--- src/rtl/jk_pkg.sv ---
// Shared definitions for the JK register bank: operation mode encodings and
// the single-bit JK next-state function.
package jk_pkg;

  typedef enum logic [1:0] {
    MODE_JK    = 2'b00,
    MODE_LOAD  = 2'b01,
    MODE_SHIFT = 2'b10,
    MODE_HOLD  = 2'b11
  } mode_e;

  // Next state of one JK bit: 00 hold, 01 clear, 10 set, 11 toggle.
  function automatic logic jk_next(input logic q, input logic j, input logic k);
    logic r;
    case ({j, k})
      2'b00:   r = q;
      2'b01:   r = 1'b0;
      2'b10:   r = 1'b1;
      default: r = ~q;
    endcase
    return r;
  endfunction

endpackage

--- src/rtl/jk_reg_bank_if.sv ---
// Bus bundle for the JK register bank.
//   Controls (master -> slave): en, mode, J, K, d, ser_in, cnt_clr
//   Status   (slave -> master): Q, Qn, changed, toggle_cnt, cnt_sat
interface jk_reg_bank_if
  import jk_pkg::*;
#(
  parameter int unsigned WIDTH = 8,
  parameter int unsigned CNT_W = 8
) ();

  logic             en;
  mode_e            mode;
  logic [WIDTH-1:0] J;
  logic [WIDTH-1:0] K;
  logic [WIDTH-1:0] d;
  logic             ser_in;
  logic             cnt_clr;
  logic [WIDTH-1:0] Q;
  logic [WIDTH-1:0] Qn;
  logic             changed;
  logic [CNT_W-1:0] toggle_cnt;
  logic             cnt_sat;

  modport master (
    output en, mode, J, K, d, ser_in, cnt_clr,
    input  Q, Qn, changed, toggle_cnt, cnt_sat
  );

  modport slave (
    input  en, mode, J, K, d, ser_in, cnt_clr,
    output Q, Qn, changed, toggle_cnt, cnt_sat
  );

endinterface

--- src/rtl/jk_cell.sv ---
// One bit of the bank: a JK flop that can instead take an alternate data bit.
//   clk, reset (async, active-low), en (update enable)
//   sel_jk : 1 = JK behaviour, 0 = load alt_d
//   j, k, alt_d : per-bit inputs;  q : registered state
module jk_cell
  import jk_pkg::*;
(
  input  logic clk,
  input  logic reset,
  input  logic en,
  input  logic sel_jk,
  input  logic j,
  input  logic k,
  input  logic alt_d,
  output logic q
);

  always_ff @(posedge clk or negedge reset) begin
    if (!reset) begin
      q <= 1'b0;
    end else if (en) begin
      q <= sel_jk ? jk_next(q, j, k) : alt_d;
    end
  end

endmodule

--- src/rtl/jk_reg_bank.sv ---
// Bank of WIDTH JK bits with load/shift/hold modes, a change flag and a
// saturating count of JK edges that toggled at least one bit.
//   clk, reset (async, active-low)
//   bus (slave): en, mode, J, K, d, ser_in, cnt_clr in;
//                Q, Qn (= ~Q), changed, toggle_cnt, cnt_sat out
module jk_reg_bank
  import jk_pkg::*;
#(
  parameter int unsigned WIDTH = 8,
  parameter int unsigned CNT_W = 8
) (
  input  logic         clk,
  input  logic         reset,
  jk_reg_bank_if.slave bus
);

  localparam logic [CNT_W-1:0] CNT_MAX = '1;

  logic [WIDTH-1:0] w_q;
  logic [WIDTH-1:0] w_shift;
  logic [WIDTH-1:0] w_alt;
  logic [WIDTH-1:0] w_jk_next;
  logic [WIDTH-1:0] w_q_next;
  logic             w_sel_jk;
  logic             w_toggle_evt;
  logic [CNT_W-1:0] w_cnt_next;

  logic             r_changed;
  logic [CNT_W-1:0] r_cnt;
  logic             r_cnt_sat;

  // Shift-left source, ser_in enters at bit 0.
  generate
    if (WIDTH == 1) begin : g_shift_1
      assign w_shift = bus.ser_in;
    end else begin : g_shift_n
      assign w_shift = {w_q[WIDTH-2:0], bus.ser_in};
    end
  endgenerate

  // Mode decode and the alternate (non-JK) data for each cell.
  always_comb begin
    w_sel_jk = 1'b0;
    w_alt    = w_q;
    case (bus.mode)
      MODE_JK:    w_sel_jk = 1'b1;
      MODE_LOAD:  w_alt    = bus.d;
      MODE_SHIFT: w_alt    = w_shift;
      default:    w_alt    = w_q;
    endcase
  end

  // Predicted next Q, used only to detect a change for the changed flag.
  always_comb begin
    w_jk_next = w_q;
    for (int unsigned i = 0; i < WIDTH; i++) begin
      w_jk_next[i] = jk_next(w_q[i], bus.J[i], bus.K[i]);
    end
    w_q_next = w_q;
    if (bus.en) begin
      w_q_next = w_sel_jk ? w_jk_next : w_alt;
    end
  end

  // One count per toggling JK edge regardless of how many bits toggle;
  // clear wins over increment and ignores en.
  always_comb begin
    w_toggle_evt = bus.en & w_sel_jk & (|(bus.J & bus.K));
    w_cnt_next   = r_cnt;
    if (bus.cnt_clr) begin
      w_cnt_next = '0;
    end else if (w_toggle_evt && (r_cnt != CNT_MAX)) begin
      w_cnt_next = r_cnt + CNT_W'(1);
    end
  end

  generate
    for (genvar gi = 0; gi < int'(WIDTH); gi++) begin : g_cell
      jk_cell u_cell (
        .clk    (clk),
        .reset  (reset),
        .en     (bus.en),
        .sel_jk (w_sel_jk),
        .j      (bus.J[gi]),
        .k      (bus.K[gi]),
        .alt_d  (w_alt[gi]),
        .q      (w_q[gi])
      );
    end
  endgenerate

  // Status registers; changed drops to 0 on disabled edges.
  always_ff @(posedge clk or negedge reset) begin
    if (!reset) begin
      r_changed <= 1'b0;
      r_cnt     <= '0;
      r_cnt_sat <= 1'b0;
    end else begin
      r_changed <= bus.en & (w_q_next != w_q);
      r_cnt     <= w_cnt_next;
      r_cnt_sat <= (w_cnt_next == CNT_MAX);
    end
  end

  assign bus.Q          = w_q;
  assign bus.Qn         = ~w_q;
  assign bus.changed    = r_changed;
  assign bus.toggle_cnt = r_cnt;
  assign bus.cnt_sat    = r_cnt_sat;

endmodule

--- src/flat_wrapper.sv ---
// flat-port wrapper written by rule: the top's interface ports become plain ports
module jk_reg_bank_flat import jk_pkg::*;
#(
  parameter int unsigned WIDTH = 8,
  parameter int unsigned CNT_W = 8
)
  (clk, reset, bus_en, bus_mode, bus_J, bus_K, bus_d, bus_ser_in, bus_cnt_clr, bus_Q, bus_Qn, bus_changed, bus_toggle_cnt, bus_cnt_sat);
  jk_reg_bank_if #(.WIDTH(WIDTH), .CNT_W(CNT_W)) bus_i ();
  input  logic clk;
  input  logic reset;
  input wire logic [$bits(bus_i.en)-1:0] bus_en;
  input wire logic [$bits(bus_i.mode)-1:0] bus_mode;
  input wire logic [$bits(bus_i.J)-1:0] bus_J;
  input wire logic [$bits(bus_i.K)-1:0] bus_K;
  input wire logic [$bits(bus_i.d)-1:0] bus_d;
  input wire logic [$bits(bus_i.ser_in)-1:0] bus_ser_in;
  input wire logic [$bits(bus_i.cnt_clr)-1:0] bus_cnt_clr;
  output wire logic [$bits(bus_i.Q)-1:0] bus_Q;
  output wire logic [$bits(bus_i.Qn)-1:0] bus_Qn;
  output wire logic [$bits(bus_i.changed)-1:0] bus_changed;
  output wire logic [$bits(bus_i.toggle_cnt)-1:0] bus_toggle_cnt;
  output wire logic [$bits(bus_i.cnt_sat)-1:0] bus_cnt_sat;
  assign bus_i.en = bus_en;
  assign bus_i.mode = bus_mode;
  assign bus_i.J = bus_J;
  assign bus_i.K = bus_K;
  assign bus_i.d = bus_d;
  assign bus_i.ser_in = bus_ser_in;
  assign bus_i.cnt_clr = bus_cnt_clr;
  assign bus_Q = bus_i.Q;
  assign bus_Qn = bus_i.Qn;
  assign bus_changed = bus_i.changed;
  assign bus_toggle_cnt = bus_i.toggle_cnt;
  assign bus_cnt_sat = bus_i.cnt_sat;
  jk_reg_bank #(.WIDTH(WIDTH), .CNT_W(CNT_W)) u_core (.clk(clk), .reset(reset), .bus(bus_i));
endmodule
--- config.mk ---
export PLATFORM = sky130hd
export DESIGN_NAME = jk_reg_bank_flat
export DESIGN_NICKNAME = d
export VERILOG_FILES = /design/src/rtl/jk_pkg.sv /design/src/rtl/jk_reg_bank_if.sv /design/src/rtl/jk_cell.sv /design/src/rtl/jk_reg_bank.sv /design/src/flat_wrapper.sv
export SDC_FILE = /design/constraint.sdc
export NUM_CORES = 1
export LEC_CHECK = 0
export ABC_AREA = 1
export BUFFER_PORTS_ARGS = -buffer_cell sky130_fd_sc_hd__buf_2
export CORE_MARGIN = 2
export CORE_UTILIZATION = 49
export CTS_BUF_LIST = sky130_fd_sc_hd__clkbuf_4 sky130_fd_sc_hd__clkbuf_8
export CTS_CLUSTER_DIAMETER = 60
export DETAILED_ROUTE_END_ITERATION = 6
export PLACE_DENSITY = 0.8
export SYNTH_ARGS = -nofsm -noshare
export SYNTH_HDL_FRONTEND = slang
export SYNTH_SLANG_ARGS = --single-unit
--- constraint.sdc ---
create_clock -name clk -period 1.9 [get_ports clk]
set_clock_uncertainty 0.1 [all_clocks]
set_input_delay 0.38 -clock clk [delete_from_list [all_inputs] [get_ports clk]]
set_output_delay 0.38 -clock clk [all_outputs]
set_load 0.02 [all_outputs]
### After elaboration in Yosys (flattened, before gate mapping)

Cells that the tools add are included.

* reduce and logical (&&, ||, !) cells: 11
* $add $sub $neg: 1
* bitwise operators: 13
* muxes and demuxes: 22
* equal/unequal tests: 21

Operator list (count)
* 2-to-1 mux 8 bit: 4
* case mux 1 bit (3 select lines): 8
* == test 2 x 1 -> 1 bit (second input constant): 9
* == test 2 bit (second input constant): 9
* logical NOT 2 bit: 9
* case mux 8 bit (2 select lines): 1
* 2-to-1 mux 1 bit: 9
* adder 8 x 1 -> 8 bit (second input constant): 1
* bitwise AND 8 bit: 1
* == test 8 bit (second input constant): 1
* != test 8 bit: 1
* != test 8 bit (second input constant): 1
* NOT 1 bit: 8
* NOT 8 bit: 1
* OR reduction 8 bit: 1
* bitwise AND 1 bit: 3
* logical AND 1 bit: 1

* input port bits: 31
* logic and storage cells: 79
* output and inout bits: 26
* bits in registers: 18

### Logic depth before layout (Yosys ltp)

Gate-level depths: netlist of run 1.

* depth in word-level cells: 8
* gate-level depth with buffers: 14
* mapped depth without buffers: 13

### By module

From an unflattened synthesis of run 1, not the netlist that was laid out.

* cells, all modules: 348
* area total of the unflattened synthesis: 2059.5 um^2

Modules (own cells, without submodules)
* jk_reg_bank: area an instance 1208.7 um^2, times used 1, seq. area each 250.2 um^2, cells each 212
* jk_cell: area an instance 106.4 um^2, times used 8, seq. area each 25.0 um^2, cells each 17

### Worst setup path after synthesis of run 1

OpenSTA, ideal clock, no wires.

* path kind: reg2reg
* from: register u_core.r_cnt[0] (netlist: u_core.bus.toggle_cnt[0])
* to: register u_core.r_cnt_sat (netlist: u_core.bus.cnt_sat)
* cell stages (with the launch flop): 11
* buffers on the path: 0
* setup slack: 0.148 ns
* library setup time: 0.071 ns
* arrival: 1.581 ns
* period minus slack after synthesis: 1.752 ns
* data required time: 1.729 ns
* path through: dfrtp_1 ha_1 nand2_2 nor2_4 a21oi_4 nand2_4 nand2_1 nand3_1 nor2_1 nand2_1 nor2_1

* word-level cells in the longest chain between the ends: 5
* elaborated cells between the ends (all ways): 6
* classes of those cells: add/sub (1); eq/ne (2); mux (2); reduce/logical (1)

Ends and longest elaborated chain
* start: declaration: RTL line jk_reg_bank.sv:29 `logic [CNT_W-1:0] r_cnt;`
* start signal: assignment: RTL line jk_reg_bank.sv:100 `r_cnt <= w_cnt_next;`
* branches (longest 2 deep; another with adder 8 x 1 -> 8 bit)
* 2-to-1 mux 8 bit (*): RTL line jk_reg_bank.sv:72 `end else if (w_toggle_evt && (r_cnt != CNT_MAX)) begin`
* 2-to-1 mux 8 bit (*): RTL line jk_reg_bank.sv:70 `if (bus.cnt_clr) begin`
* == test 8 bit (*): RTL line jk_reg_bank.sv:101 `r_cnt_sat <= (w_cnt_next == CNT_MAX);`
* end signal: assignment: RTL line jk_reg_bank.sv:101
* end: declaration: RTL line jk_reg_bank.sv:30 `logic r_cnt_sat;`

Mark *: on every way between the ends.
A chain may end at the register's enable or synchronous reset.

### Worst setup path in the final report of run 1

* from: register u_core.r_cnt[1] (netlist: u_core.bus.toggle_cnt[1])
* to: register u_core.r_cnt_sat (netlist: u_core.bus.cnt_sat)

The elaborated chain is that of the path after synthesis.

==> results of run 1 <==
-- critical path: cells and delay by family, from the launching register on --
| family | cells | cell delay (ps) |
|---|---|---|
| AND/OR/NAND/NOR | 9 | 590 |
| flip-flops | 1 | 400 |
| adder cells (fa/ha/maj) | 1 | 210 |
| buffers and inverters | 1 | 150 |
| AO/OA/AOI/OAI | 1 | 250 |
-- registers in the layout, summed over array words and instances (netlist names) --
signal and flops:
u_core.bus.toggle_cnt 8, u_core.g_cell.u_cell.q 8, u_core.bus.changed 1, u_core.bus.cnt_sat 1
-- cell type report --
class                      count  area (um^2)  share of cell area (%)
multi-input combinational    206          953                    47.8
sequential                    18          450                    22.6
timing repair buffer          69          380                    19.1
inverter                      31          118                    5.90
tap                           44         55.1                    2.76
clock buffer                   4         36.3                    1.82
-- path summary, 6_finish.rpt --
check                           cells past startpoint                         to                      start  slack, ps
worst max-delay path                               12         u_core.bus.cnt_sat   u_core.bus.toggle_cnt[1]        120
worst min-delay path                                4   u_core.bus.toggle_cnt[7]                bus_cnt_clr        380
worst max register to register                     12         u_core.bus.cnt_sat   u_core.bus.toggle_cnt[1]        120
worst min register to register                      2  u_core.g_cell[6].u_cell.q  u_core.g_cell[6].u_cell.q        490
max in group asynchronous                           2  u_core.g_cell[1].u_cell.q                      reset        980
min in group asynchronous                           2  u_core.g_cell[3].u_cell.q                      reset        440
-- layout by cell type (no fill, tap or decap), types with 2 or more instances in the layout --
cell | netlist | layout
nand4_1 | 5 | 5
buf_4 | 8 | 12
o21ai_0 | 13 | 13
inv_1 | 30 | 30
nand3_2 | 1 | 2
nand3_1 | 24 | 23
xor2_1 | 2 | 2
nand2_1 | 126 | 126
buf_2 | 4 | 56
clkbuf_4 | 0 | 3
ha_1 | 4 | 3
nand2_2 | 4 | 4
dfrtp_1 | 18 | 18
nor2_1 | 12 | 12
nand3b_1 | 2 | 2
a21oi_1 | 8 | 8
-- stage by stage --
stage,cells,hold WS (ps),power [uW]
after detailed placement,362,237,943
final,372,378,1180
after global routing,372,387,1270
after floorplan,269,-15.6,812
after CTS,367,363,1180
after global placement,362,230,936
-- repair_timing --
| item | CTS | global route |
|---|---|---|
| buffers inserted | 0 | 6 |
| hold buffers | 1 | 0 |
| setup endpoints to repair | 0 | 1 |
| gates resized for setup | 0 | 2 |
| endpoints found under the hold margin | 18 | 0 |
-- cell families (layout without fill, tap and decap cells) --
| logic type | count (synthesis) | in the layout |
|---|---|---|
| simple gates | 177 | 177 |
| buf+inv | 45 | 104 |
| compound gates | 22 | 22 |
| flops | 18 | 18 |
| fa+ha+maj | 4 | 4 |
| xor+xnor | 3 | 3 |
-- power by group through the flow --
stage	Combinational, uW	Sequential (uW)	Clock [uW]
after floorplan	349	462	0
after global placement	467	469	0
after detailed placement	473	470	0
after CTS	476	463	237
after global routing	545	467	260
final	484	463	234
-- layer usage --
| layer | wire length [um] | vias up | part of all wire, % | track usage, % |
|---|---|---|---|---|
| met5 | 0 | - | 0 | 0 |
| met4 | 44 | 0 | 1.1 | 6.21 |
| met3 | 220 | 6 | 5.4 | 2.94 |
| met2 | 2020 | 60 | 50 | 45.0 |
| met1 | 1770 | 838 | 44 | 28.0 |
| li1 | - | 948 | - | - |
==> metrics.txt, run 1 <==
GP Congestion=0.920; crit path kind=register to register; top-area cell type share of the netlist area=slightly below 30%; n_diodes=0; MaxCap Viol Count=0; die height=61.3 um; XOR/XNOR Fraction of Synth Area=~1.6%; Main synth FF type=dfrtp_1; fin crit period=approximately 1800 ps; antenna-violating nets left=0; final core utilization=64.8%; Setup crit end kind=register; Pleak=about 0.0012 uW; FF+latch count, synth=18; Synth Area in Compound Gates=7.54%; Detail Placement HPWL=between 3000 and 4000 um; number of global-route vias before repair=between 1500 and 2000; synth warn=0; post-synthesis mux area share=0%; asr flop ratio synth=100%; status=complete, no violations; Vias=roughly 1900; largest net degree at the start of global routing=19; Syn Nets=304; clock-pin slew on the worst setup and hold paths=between 100 and 150 ps; Die Area=around 3800 um^2; CP max FO=8; Max Fclk=~560 MHz; FILL cells=330; EDFF count, synth=0; router iterations before antenna repair=4; cts bufs inserted=3; cell with the most instances after synthesis=nand2_1; drc violations=0; dpl ws=-60.0 ps; TritonCTS clock tree=built; worst path cell trace=ha_2, nand2_2, nor2_4, a21oi_4, nand2_4, buf_4, nand2_1, nand2_1, nand2_1, nor2_1, nand2_1, nor2_1; P&R area growth vs syn=23.8%; CP max-delay cell=dfrtp_1; grt total ovfl=0; Simple-Gate Fraction of Synth Area=roughly 46%; Pint=between 700 and 800 uW; maximum vdd drop=0.000309 V; critical path's largest stage delay=~400 ps; unique cell type count in the Yosys netlist=23; mapped cell area=1610 um^2; Hold WC Path Type=input pin to register; register area share after synthesis=about 28%; Max-slew headroom=70.4%; routed length per placed instance=around 11 um; P per Cell Area=just under 600 nW/um^2; share of cells above drive strength 1=about 26%; Combinational Power Share=a little over 40%; post-route cell area=about 2000 um^2; main combinational cell family by area after synthesis=simple AND/OR/NAND/NOR gates; final setup violating endpoints=0; Startpoint Class=register; most used cell, CP=nand2_1; dominant cell type by area after synthesis=nand2_1; vias per cell=roughly 5; Initial DRC Count=about 70; io pins=between 50 and 60; first-pass GRT wire length=about 6700 um; ranking of synthesized cells by area=nand2_1, dfrtp_1, nand3_1; Max clock buf depth=2; initial core utilization=between 50 and 60%; Post-synth top cells=nand2_1, inv_1, nand3_1; Worst Path Arrival=around 1900 ps; Adder-Cell Fraction of Synth Area=3.11%; Die W=about 60 um; net switching power=roughly 480 uW; Least-Margin Pin Slew=between 400 and 500 ps; Post-DP Area=1900 um^2; clock share of power=between 10% and 20%; Setup WS post-layout=117 ps; Max Transition Viols Final=0; Root Driver=clkbuf_4; worst endpoint required time=1990 ps; Core Area=3080 um^2; aggregate routed wire length=between 4000 and 5000 um; Sink Count=18; Tcrit/Tclk final=between 90% and 100%; Reg power frac=just under 40%; syn_area_per_cell=between 5 and 6 um^2; Switching Fraction=between 40% and 50%; Final Hold Viols=0; Mapped Cells=around 270; Total GRT Usage=a little under a quarter; htree depth=1; count of buffers from port buffering=between 50 and 60; Worst-Skew Late Latency=290 ps; nets@finish=between 300 and 400; setup TNS=0 ps; initial antenna violation count=0; Site Rows=20
Power figures use the tool's default switching activity.
==> run 2: changes to the inputs <==
--- a/config.mk
+++ b/config.mk
@@ -7,6 +7,7 @@
 export LEC_CHECK = 0
 export ABC_AREA = 1
 export BUFFER_PORTS_ARGS = -buffer_cell sky130_fd_sc_hd__buf_2
+export CORE_ASPECT_RATIO = 0.8
 export CORE_MARGIN = 2
 export CORE_UTILIZATION = 49
 export CTS_BUF_LIST = sky130_fd_sc_hd__clkbuf_4 sky130_fd_sc_hd__clkbuf_8
==> run 2 against run 1 <==
Against the previous run: sequential power hardly changed; clock-buffer cell count stayed put; design area is 1.3% lower; die area hardly changed; hold slack better by 9.4 ps; register-to-register slack better by 70 ps; cell count is 2.4% lower; flip-flop and latch count stayed put; critical path type is now input pin to register; critical endpoint is now u_core.bus.changed.
==> metrics.txt, run 2 (synthesized netlist as in run 1, its figures left out) <==
Root Driver=clkbuf_8; router iterations before antenna repair=5 (+1); fin crit period=1730 ps (-50.4 ps); Hold Path Origin=bus_cnt_clr; cts bufs inserted=3 (unchanged); n_diodes=0 (unchanged); grt total ovfl=0 (unchanged); largest net degree at the start of global routing=19 (unchanged); crit path kind=input pin to register; Max clock buf depth=2 (unchanged); Die W=68.1 um (+11%); Post-DP Area=1870 um^2 (-1.8%); final setup violating endpoints=0 (unchanged); Total GRT Usage=21.2% (-2.5 points); htree depth=1 (unchanged); r2r startpoint=u_core.bus.toggle_cnt[1]; Hold WC Path Type=input pin to register; Worst Path Arrival=1780 ps (-90 ps); antenna-violating nets left=0 (unchanged); Max Fclk=577 MHz (+2.9%); number of global-route vias before repair=1377 (-16%); most frequent cells in the layout=nand2_1, buf_2, inv_1, nand3_1, dfrtp_1; nets@finish=359 (-1.4%); io pins=57 (unchanged); Setup crit end kind=register; worst endpoint required time=1940 ps (-50 ps); Core Area=3110 um^2 (+0.98%); clock-pin slew on the worst setup and hold paths=70 ps (-40 ps); Pleak=0.00118 uW (-1.7%); crit path launch=bus_mode[0]; Max-slew headroom=70.3% (-0.15 points); initial core utilization=51.8% (-0.51 points); FILL cells=308 (-6.7%); first-pass GRT wire length=6160 um (-7.9%); Max Transition Viols Final=0 (unchanged); post-route cell area=1970 um^2 (-1.3%); Startpoint Class=input pin; Least-Margin Pin Slew=445 ps (+2.26 ps); status=complete, no violations; share of cells above drive strength 1=24.1% (-1.5 points); vias per cell=4.84 (-2.8%); Cells after DPL=354 (-2.2%); most common cell after layout, fill and taps aside=nand2_1; Setup WS post-layout=167 ps (+50.4 ps); Final Hold Viols=0 (unchanged); Detail Placement HPWL=2980 um (-11%); die height=55.3 um (-9.9%); Worst-Skew Late Latency=260 ps (-30 ps); Tcrit/Tclk final=91.2% (-2.7 points); Vias=1757 (-5.1%); MaxCap Viol Count=0 (unchanged); TritonCTS clock tree=built; maximum vdd drop=0.000581 V (+88%); initial antenna violation count=0 (unchanged); aggregate routed wire length=3840 um (-5.2%); GP Congestion=0.873 (-5.2%); final total power=1250 uW (+5.7%); P per Cell Area=635 nW/um^2 (+7.1%); Sink Count=18 (unchanged); count of buffers from port buffering=56 (unchanged); FF+latch area=450 um^2 (unchanged); dpl ws=-75.5 ps (-15.5 ps); CP max FO=9 (+1); drc violations=0 (unchanged); P&R area growth vs syn=22.1%; Initial DRC Count=142 (+110%); Site Rows=18 (-10%); Die Area=3760 um^2 (about the same); area of the multi-input gates=955 um^2 (+0.13%); routed length per placed instance=10.6 um (-2.9%); final non-filler cell total=363 (-2.4%)
run 2: critical path, stage by stage:
cell	delay, ps
buf_2	110
inv_1	70
ha_1	260
clkinvlp_4	230
buf_4	180
nand2_1	70
nand2_1	70
nand3_1	80
nand4_1	130
nor2_1	140
nand2_1	60
run 2: final timing paths:
kind | endpoint | slack [ps] | cells after the start
worst max-delay path | u_core.bus.changed | 170 | 11
worst min-delay path | u_core.bus.toggle_cnt[1] | 390 | 4
worst max register to register | u_core.bus.cnt_sat | 190 | 10
worst min register to register | u_core.g_cell[3].u_cell.q | 470 | 2
max in group asynchronous | u_core.bus.toggle_cnt[4] | 940 | 2
min in group asynchronous | u_core.bus.cnt_sat | 470 | 2
run 2: power breakdown:
| group | total [uW] | internal [uW] | leakage, uW | switching (uW) |
|---|---|---|---|---|
| sequential | 461 | 416 | 0.000231 | 45.3 |
| combinational | 472 | 166 | 0.000919 | 306 |
| clock | 315 | 184 | 0.0000288 | 131 |
| total | 1250 | 766 | 0.00118 | 482 |
run 2: metal layers:
| metal | up-vias | wire (um) | global-route usage (%) | part of all wire [%] |
|---|---|---|---|---|
| met3 | 0 | 282 | 6.11 | 7.3 |
| met5 | - | 0 | 0 | 0 |
| met4 | 0 | 0 | 1.71 | 0 |
| met2 | 52 | 1660 | 29.5 | 43 |
| li1 | 941 | - | - | - |
| met1 | 764 | 1890 | 33.5 | 49 |
run 2: repair_timing:
| item | in CTS | in global routing |
|---|---|---|
| hold endpoints to repair | 18 | 0 |
| buffers inserted | 0 | 3 |
| hold buffers | 1 | 0 |
| resized for setup | 0 | 1 |
| setup endpoints to repair | 0 | 2 |
run 2: cell type report:
class | instances | share of cell area (%)
Tap cell | 40 | 2.54
Clock buffer | 4 | 2.80
Multi-Input combinational cell | 207 | 48.5
Inverter | 31 | 6.17
Timing Repair Buffer | 63 | 17.0
Sequential cell | 18 | 22.9
run 2: metrics by stage:
step                      setup TNS [ps]  hold slack, ps  util, %
after CTS                              0             385     62.2
after floorplan                        0           -15.6        -
final                                  0             388     63.3
after global placement             -65.2             233     60.1
after detailed placement           -75.5             232     60.1
after global routing               -5.26             416     63.3
